## config.mk

```make
export PLATFORM = sky130hd
export DESIGN_NAME = inputc_nvc
export DESIGN_NICKNAME = d
export VERILOG_FILES = /design/src/rtl/inputc_nvc.sv
export SDC_FILE = /design/constraint.sdc
export NUM_CORES = 1
export LEC_CHECK = 0
export CORE_ASPECT_RATIO = 2
export CORE_MARGIN = 8
export CORE_UTILIZATION = 65
export CTS_CLUSTER_DIAMETER = 100
export CTS_CLUSTER_SIZE = 12
export DETAILED_ROUTE_END_ITERATION = 8
export PLACE_DENSITY_LB_ADDON = 0.2
export SYNTH_ARGS = -nofsm -noshare
export SYNTH_HDL_FRONTEND = slang
export SYNTH_SLANG_ARGS = --single-unit
```

## constraint.sdc

```tcl
create_clock -name clk -period 5.3 [get_ports clk]
set_clock_uncertainty 0.15 [all_clocks]
set_input_delay 0.53 -clock clk [delete_from_list [all_inputs] [get_ports clk]]
set_output_delay 0.53 -clock clk [all_outputs]
set_load 0.1 [all_outputs]
```

## src/rtl/inputc_nvc.sv

```systemverilog
// Router input channel: per-VC flit FIFOs, per-VC packet FSMs requesting and
// holding an output port, and a round-robin registered output stream with credits.
module inputc_nvc #(
  parameter int NVC   = 4,
  parameter int DEPTH = 4,
  parameter int DATAW = 32,
  parameter int PORTW = 3,
  parameter int VCW   = 2
) (
  input  logic                 clk,
  input  logic                 rst_,
  input  logic [DATAW-1:0]     idata,
  input  logic                 ivalid,
  input  logic [VCW-1:0]       ivch,
  output logic [NVC-1:0]       ocredit,
  output logic [NVC-1:0]       req,
  output logic [NVC*PORTW-1:0] req_port,
  input  logic [NVC-1:0]       grt,
  input  logic [NVC-1:0]       irdy,
  output logic [DATAW-1:0]     odata,
  output logic                 ovalid,
  output logic [VCW-1:0]       ovch,
  output logic [NVC-1:0]       olck,
  output logic                 ovf
);

  localparam int PTRW = $clog2(DEPTH);
  localparam int CNTW = PTRW + 1;

  typedef enum logic [1:0] {FT_BODY, FT_HEAD, FT_TAIL, FT_HEADTAIL} flit_type_e;
  typedef enum logic [1:0] {S_IDLE, S_REQ, S_ACTIVE} vc_state_e;

  function automatic logic is_head(input flit_type_e t);
    return (t == FT_HEAD) || (t == FT_HEADTAIL);
  endfunction

  function automatic logic is_tail(input flit_type_e t);
    return (t == FT_TAIL) || (t == FT_HEADTAIL);
  endfunction

  function automatic logic [VCW-1:0] next_vc(input logic [VCW-1:0] v, input int step);
    return VCW'((int'(v) + step) % NVC);
  endfunction

  logic [DATAW-1:0] mem    [NVC][DEPTH];
  logic [PTRW-1:0]  wr_ptr [NVC];
  logic [PTRW-1:0]  rd_ptr [NVC];
  logic [CNTW-1:0]  count  [NVC];
  vc_state_e        state  [NVC];
  logic [VCW-1:0]   rr_ptr;

  logic [DATAW-1:0] front [NVC];
  flit_type_e       front_type [NVC];
  logic [NVC-1:0]   not_empty, full, elig, push, drop, pop;
  logic             sel_valid;
  logic [VCW-1:0]   sel_vc, cand;

  always_comb begin
    for (int v = 0; v < NVC; v++) begin
      front[v]      = mem[v][rd_ptr[v]];
      front_type[v] = flit_type_e'(front[v][DATAW-1 -: 2]);
      not_empty[v]  = (count[v] != '0);
      full[v]       = (count[v] == CNTW'(DEPTH));
      elig[v]       = (state[v] == S_ACTIVE) && not_empty[v] && irdy[v];
      // Full is judged on the pre-dequeue occupancy, so a full FIFO rejects
      // a write even in the cycle it is being drained.
      push[v]       = ivalid && (ivch == VCW'(v)) && !full[v];
      drop[v]       = ivalid && (ivch == VCW'(v)) && full[v];
    end
  end

  // Round-robin: first eligible VC at or after the pointer.
  always_comb begin
    // NOTE: every variable written here gets a default first, so no path
    // through the loop can leave a latch behind.
    sel_valid = 1'b0;
    sel_vc    = '0;
    cand      = '0;
    for (int i = 0; i < NVC; i++) begin
      cand = next_vc(rr_ptr, i);
      if (!sel_valid && elig[cand]) begin
        sel_valid = 1'b1;
        sel_vc    = cand;
      end
    end
    for (int v = 0; v < NVC; v++) pop[v] = sel_valid && (sel_vc == VCW'(v));
  end

  // NOTE: flit storage has no reset; the pointers and counts alone define
  // which entries are live, so flushing them empties every FIFO.
  always_ff @(posedge clk) begin
    for (int v = 0; v < NVC; v++) begin
      if (push[v]) mem[v][wr_ptr[v]] <= idata;
    end
  end

  always_ff @(posedge clk) begin
    if (rst_) begin
      for (int v = 0; v < NVC; v++) begin
        wr_ptr[v] <= '0;
        rd_ptr[v] <= '0;
        count[v]  <= '0;
        state[v]  <= S_IDLE;
      end
      rr_ptr   <= '0;
      req      <= '0;
      req_port <= '0;
      olck     <= '0;
      odata    <= '0;
      ovalid   <= 1'b0;
      ovch     <= '0;
      ocredit  <= '0;
      ovf      <= 1'b0;
    end else begin
      if (|drop) ovf <= 1'b1;

      for (int v = 0; v < NVC; v++) begin
        if (push[v]) wr_ptr[v] <= wr_ptr[v] + PTRW'(1);
        if (pop[v])  rd_ptr[v] <= rd_ptr[v] + PTRW'(1);
        count[v] <= count[v] + CNTW'(push[v]) - CNTW'(pop[v]);

        unique case (state[v])
          S_IDLE: begin
            // A non-head front flit is a protocol error: hold and wait.
            if (not_empty[v] && is_head(front_type[v])) begin
              state[v]                   <= S_REQ;
              req[v]                     <= 1'b1;
              req_port[v*PORTW +: PORTW] <= front[v][DATAW-3 -: PORTW];
            end
          end
          S_REQ: begin
            if (grt[v]) begin
              state[v] <= S_ACTIVE;
              req[v]   <= 1'b0;
              olck[v]  <= 1'b1;
            end
          end
          S_ACTIVE: begin
            if (pop[v] && is_tail(front_type[v])) begin
              state[v] <= S_IDLE;
              olck[v]  <= 1'b0;
            end
          end
          default: state[v] <= S_IDLE;
        endcase
      end

      ovalid  <= sel_valid;
      ovch    <= sel_valid ? sel_vc : '0;
      odata   <= sel_valid ? front[sel_vc] : '0;
      ocredit <= pop;
      if (sel_valid) rr_ptr <= next_vc(sel_vc, 1);
    end
  end

endmodule

```

======== Word-level counts from Yosys, hierarchy flattened ========
Memories as Yosys holds them, arrays and structs flattened.
Cells that the tools add are included.
word-level totals
  output and inout bits ................... 60
  bits in latches ......................... 0
  bits of input ports ..................... 45
  memory bits (writable) .................. 548
  memories ................................ 5
  word-level logic and storage cells ...... 424
  flip-flop bits (word level) ............. 62
  bits in read-only memories .............. 0
memories
  memory  words  width  read ports  clocked after memory_dff  write ports  RTL line  RTL
  mem     4      128    4           0                         1            45        logic [DATAW-1:0] mem [NVC][DEPTH];
  count   4      3      4           0                         4            48        logic [CNTW-1:0] count [NVC];
  rd_ptr  4      2      4           0                         4            47        logic [PTRW-1:0] rd_ptr [NVC];
  state   4      2      4           0                         4            49        vc_state_e state [NVC];
  wr_ptr  4      2      4           0                         4            46        logic [PTRW-1:0] wr_ptr [NVC];
cells by class
  magnitude comparators ................... 17
  $add $sub $neg .......................... 20
  bitwise logic cells ..................... 38
  muxes and demuxes ....................... 191
  shift-type cells ........................ 0
  div/mod/pow operators ................... 0
  $mul .................................... 0
  equal/unequal tests ..................... 42
  reductions and logical operators ........ 93
operators with widths
  cell                   number
  $mux W128              10
  $mux W32               14
  $reduce_or A128 Y1     3
  $bmux W32 S2           5
  $demux W32 S2          4
  $mux W1                111
  $mux W2                31
  $logic_and A1 B1 Y1    39
  $eq A2 B2 Y1 const B   16
  $or A1 B1 Y1           28
  $ge A3 B3 Y1 const B   9
  $not A2 Y3             9
  $reduce_and A3 Y1      8
  $add A2 B1 Y2 const B  10
  $eq A2 B1 Y1 const B   10
  $ne A2 B2 Y1 const B   8
  $pmux W1 S2            8
  $reduce_bool A2 Y1     8
  $add A3 B1 Y3          4
  $eq A3 B3 Y1 const B   4
  $logic_not A2 Y1       6
  $lt A2 B3 Y1 const B   4
  $lt A3 B1 Y1 const B   4
  $mux W3                4
  other kinds (12)       44

======== Depth between registers and ports, before layout ========
Gate-level depths: netlist (run 1).
  depth in word-level cells ............... 24
  gate-level depth with buffers ........... 13
  depth with buffers taken out ............ 13

======== Worst setup path after synthesis (run 1) ========
Ideal clock, no wire load.
  path kind ............................... register -> register
  start ................................... mem count[2][1] (netlist bit)
  end ..................................... mem count[3][2] (netlist bit)
  period minus slack after synthesis ...... 2739 ps
  data required time ...................... 5022 ps
  library setup time ...................... 128 ps
  data arrival time ....................... 2461 ps
  stages on the path, launching flop included .. 13
  path buffers ............................ 0
  slack ................................... 2561 ps
  path through ............................ dfxtp_1 nor3_4 or2_1 o31ai_1 a211oi_1 ha_1 inv_1 ha_1 inv_1 fa_1 xor2_1 xnor2_1 nor2_1
RTL lines
  element             RTL line
  start: declaration  48

==> results of run 1 <==
[stage by stage]
step	area [sq um]	instances	hold slack, ps	worst slack, ps
floorplan	23400	1160	378	2560
global placement	25000	1682	290	1830
detailed placement	25000	1682	297	1750
CTS	26600	1787	306	2070
global route	26600	1787	328	1850
finish	26600	1787	304	2080
[power by group]
| group | internal (mW) | leakage (nW) | total [mW] | switching (mW) |
|---|---|---|---|---|
| sequential | 5.37 | 5.47 | 5.47 | 0.0931 |
| clock | 2.01 | 0.772 | 3.66 | 1.65 |
| combinational | 0.388 | 2.94 | 1.10 | 0.715 |
[cell families (layout without fill, tap and decap cells)]
kind of cell	after synthesis	after routing	share of synthesized area, %
flops	610	610	75.1
mux	203	203	15.5
simple gates	146	146	3.40
buf+inv	86	263	1.64
compound gates	75	75	2.22
fa+ha+maj	28	28	1.63
xor+xnor	12	12	0.449
[cell type report]
type,count,area [sq um]
fillers,1950,9100
clock inverters,3,45.0
inverters,32,120
multi-input cells,464,5470
flip-flops and latches,610,17600
well taps,450,563
repair buffers,126,1230
clock buffers,102,1580
[state kept, by name, indices dropped and copies added, names as in the netlist, 8 cells and up]
register  count
count        12
mem         512
odata        32
rd_ptr        8
req_port     12
state         8
wr_ptr        8
[cell usage after synthesis, drive strengths merged, types with 2 or more instances]
master	instances
nor2	48
a31oi	2
a211oi	2
nor3	7
or3	2
edfxtp	536
a21oi	13
a221oi	2
clkbuf	34
buf	20
nand3	5
a21o	6
xnor2	9
mux2i	75
a2111oi	2
nand3b	9
nor2b	8
inv	32
and3	11
o22ai	36
fa	4
dfxtp	74
or2	9
o21ai	4
mux4	128
ha	24
o31ai	2
nand2	22
and3b	3
and2	18
xor2	3
[path summary, 6_finish.rpt]
kind                from           to  slack, ps  cells past startpoint
max          count[2][1]  count[3][2]       2080                     12
min               req[1]       req[1]        300                      2
max reg2reg  count[2][1]  count[3][2]       2080                     12
min reg2reg       req[1]       req[1]        300                      2
[routing by layer]
layer / vias to the layer above / part of all wire, % / track usage [%]
met2: 510 / 56 / 45.1
met5: - / 0.025 / 0
met1: 5996 / 34 / 28.1
li1: 4915 / - / -
met3: 134 / 6.4 / 3.52
met4: 2 / 3.9 / 10.4
[critical path, stage by stage, from the launching register on]
cell and delay (ps):
dfxtp_1 360, nor3_4 380, or2_1 240, o31ai_1 110, a211oi_1 540, ha_1 320
inv_1 50, ha_1 140, inv_1 50, fa_1 370, xor2_1 180, xnor2_1 140
nor2_1 50
==> metrics.yaml, run 1 <==
overflow: 0
dpl.hpwl_um: 28900
synth-seq-area-share_pct: 75.1
dieWidth_um: 150
grt_max_degree: 50
detail_route.vias_per_cell: 6.47
clock_path_buffers: 3
synth_flop_cell: "edfxtp_1"
cell_count_after_synthesis: 1160
max_cap_viol_count: 0
drive_gt1_share_pct: 18.4
min_path_type: "reg -> reg"
final_min_period_over_clock_period_pct: 60.8
tritoncts_clock_tree: "built"
grt_antenna_before_repair: 1
synth_area_leader_cell: "edfxtp_1"
cts_inserted_buffers: 56
synthesized_cell_area_sq_um: 23400
grt.total_usage_pct: 24.7
avgRoutedWirePerCell_um: 28.9
final_core_utilization_pct: 74.5
design.portCount: 105
gp_routability_congestion: 0.804
detailedRoute.firstPassIterationCount: 5
place.port_buffers: 104
vias_in_the_first_global_route: 12400
die-area_sq_um: 42700
static-leakage-power_nw: 9.18
post-synth-top-area-fraction_pct: 68.8
setup_fix_buffers_added_after_clock_tree_synthesis: 0
power-per-cell-area_nw_per_um2: 385
total_number_of_h_tree_levels: 2
die_height_um: 284
worst-path-max-fanout: 6
final.setup.tns_ps: 0
synth-warning-count: 0
core_region_area_sq_um: 35700
post_cts_hold_buffer_count: 0
worst-endpoint-arrival_ps: 3540
mostFrequentLayoutCells: "536 x edfxtp_1, 128 x mux4_2, 103 x clkdlybuf4s50_1, 75 x mux2i_1, 74 x dfxtp_1"
synth.ff_latch_count: 610
netlist-cell-type-count: 55
asyncSetResetFlopFracSynth_pct: 0
grt_setup_unrepaired: "false"
syn-num-nets: 1233
critical_path_class: "reg -> reg"
starting_drt_drc_count: 1005
vdd_ir_drop_max_uv: 419
detail_route.drc_violations: 0
finalNetCount: 1363
clk_latency_ps: 600
grt_first_pass_wirelength_um: 76400
maxSlewViolCount: 0
detail_route.wirelength_um: 51700
status: "finished clean"
cts.root.buffer_cell: "clkbuf_16"
maxSlewHeadroom_pct: 18.1
synthTopCellsByArea: "edfxtp_1 69%, mux4_2 12%, dfxtp_1 6.3%"
fin_total_pwr_mw: 10.2
area_delta_synth_final_pct: 13.6
crit_path_end_kind: "flip-flop"
leading_cell_type_in_the_layout_fill_and_taps_excluded: "edfxtp_1"
worst-slew-pin-transition_ps: 1230
hold_viol: 0
diodes: 0
fmax_mhz: 310
syn_avg_cell_area_sq_um: 20.2
ctsResizeCount: 0
final_period_minus_worst_setup_slack_ps: 3220
clk_pin_slew_worst_paths_ps: 60
worst-endpoint-required_ps: 5620
final_antenna_net_count: 0
critical_path.startpoint_type: "flip-flop"
synth-edff-count: 536
initial_utilization_pct: 65.6
row_count: 98
detailroute.via_count: 11600
clock-sinks: 610
setup_viol: 0
Power figures use the tool's default switching activity.
==> run 2: changes to the inputs <==
CORE_UTILIZATION = 54   (was 65)
clock period = 2.74 ns   (was 5.3 ns; I/O delays follow)
==> run 2 against run 1 <==
- combinational power is 120% higher
- maximum frequency increased by 17%
- routed wire length decreased by 0.51%
- clock-buffer cell count fell by 1
- worst setup slack worse by 2100 ps
- power is 97% higher
- sequential cell count unchanged
- sequential power rose by 92%
- clock power grew 94%
- the run now ends with negative setup slack left
- via count increased by 0.52%
- cell count increased by 11%
==> metrics.yaml, run 2 (synthesis results as in run 1) <==
clk_latency_ps: 600
core_region_area_sq_um: 43100
diodes: 0
clock_path_buffers: 3
setup_slack_ps: -26.9
vdd_ir_drop_max_uv: 570
cts_inserted_buffers: 56
share_of_total_power_consumed_by_net_switching_pct: 23.9
p_seq_share_pct: 52.4
grt_max_degree: 50
worst-path-max-fanout: 3
dieWidth_um: 163
total_number_of_h_tree_levels: 2
dpl.hpwl_um: 31400
max_cap_viol_count: 0
final_cell_count_no_fill: 1982
status: "complete, but fails checks"
worst-endpoint-arrival_ps: 3070
final_min_period_over_clock_period_pct: 101
slowest_delay_ps: 430
overflow: 0
grt_first_pass_wirelength_um: 77100
hold_viol: 0
place.port_buffers: 104
grt_antenna_before_repair: 0
smallest_hold_slack_ps: 66.7
fin_total_pwr_mw: 20.1
fmax_mhz: 361
clock_power_share_pct: 35.4
critical_path.startpoint_type: "flip-flop"
gp_routability_congestion: 0.849
vias_in_the_first_global_route: 12600
num-fill-cells: 2887
crit_path_top_delay_cell: "edfxtp_1"
pwr-share-comb_pct: 12.2
power-per-cell-area_nw_per_um2: 723
min_path_type: "in -> reg"
design.portCount: 105
drive_gt1_share_pct: 29.2
detail_route.wirelength_um: 51400
detailedRoute.firstPassIterationCount: 5
avgRoutedWirePerCell_um: 25.9
initial_utilization_pct: 54.3
netSwitchingPower_mw: 4.80
worst-slew-pin-transition_ps: 682
grt_setup_unrepaired: "true"
clock-sinks: 610
clk_pin_slew_worst_paths_ps: 60
place.detailed.instances: 1870
intPower_mw: 15.3
row_count: 108
largest_register_ffs: 512
setup.reg_to_reg.worst_slack_ps: -30
crit_path_end_kind: "flip-flop"
final_antenna_net_count: 0
finalNetCount: 1460
critical_path_class: "reg -> reg"
die-area_sq_um: 50600
maxSlewHeadroom_pct: 53.9
setup_viol: 1
cts.root.buffer_cell: "clkbuf_16"
tritoncts_clock_tree: "built"
mostFrequentLayoutCells: "536 x edfxtp_1, 141 x buf_4, 128 x mux4_2, 75 x mux2i_1, 70 x dfxtp_1"
grt.total_usage_pct: 20.7
detail_route.vias_per_cell: 5.86
leading_cell_type_in_the_layout_fill_and_taps_excluded: "edfxtp_1"
detailroute.via_count: 11600
failed_checks: "negative setup slack"
static-leakage-power_nw: 9.93
detail_route.drc_violations: 0
starting_drt_drc_count: 856
maxSlewViolCount: 0
worst-endpoint-required_ps: 3040
area_delta_synth_final_pct: 18.8
die_height_um: 310
crit_path_cell_trace: "nand3b_1, o2bb2ai_1, a21o_1, a21oi_2, ha_1, inv_1, ha_1, fa_1, xnor2_1, xnor2_1, nor2_1"
final_period_minus_worst_setup_slack_ps: 2770
## run 2: power groups by stage
stage               combinational [mW]  sequential, mW  clock, mW
global placement                  2.35            10.7          0
CTS                               2.44            10.5       7.24
global route                      2.61            10.6       7.57
detailed placement                2.40            10.7          0
finish                            2.46            10.5       7.11
floorplan                         1.03            11.2          0
## run 2: path summary, 6_finish.rpt
path | from | end | cells after the start
worst min-delay path | rst_ | rr_ptr[0] | 4
worst min register to register | olck[3] | olck[3] | 1
worst max-delay path | state[0][0] | count[2][2] | 11
worst max register to register | state[0][0] | count[2][2] | 11
## run 2: worst max-delay path, delay by kind of cell (launching register included)
family | cells | cell delay (ps)
adders and majority gates | 3 | 840
DFF | 1 | 430
buffers and inverters | 1 | 40
and+or+nand+nor | 2 | 330
xor gates and xnor gates | 2 | 320
AOI/OAI and AO/OA | 3 | 520
## run 2: repair_timing
action                                  in CTS  in global routing
pin swaps                                    7                 15
endpoints found under the hold margin        0                  0
gates resized for setup                      8                 14
buffers inserted                             3                  6
hold buffers                                 0                  0
endpoints found under the setup margin       4                  6
## run 2: metrics by stage
stage / area, sq um / setup slack, ps / util (%) / setup TNS [ps]
2_1_floorplan: 23400 / 1.04 / - / 0
3_3_place_gp: 26000 / -314 / 60.4 / -4290
3_5_place_dp: 26000 / -441 / 60.4 / -4520
4_1_cts: 27700 / -42.3 / 64.3 / -81.1
5_1_grt: 27800 / -155 / 64.5 / -496
6_report: 27800 / -26.9 / 64.5 / -26.9
## run 2: cell type report
class	instances	area, sq um	share of cell area, %
tap	550	688	2.48
clock buffer	101	1600	5.76
clock inverter	2	38.8	0.140
timing repair buffer	223	2240	8.05
inverter	32	120	0.432
sequential	610	17600	63.2
multi-input combinational	464	5530	19.9
## run 2: layer usage
| metal | track usage (%) | vias to the layer above | wire (um) |
|---|---|---|---|
| met5 | 0 | - | 0 |
| met4 | 8.40 | 0 | 1890 |
| met3 | 3.52 | 114 | 3060 |
| met2 | 36.4 | 421 | 27000 |
| met1 | 24.8 | 5974 | 19500 |
| li1 | - | 5108 | - |
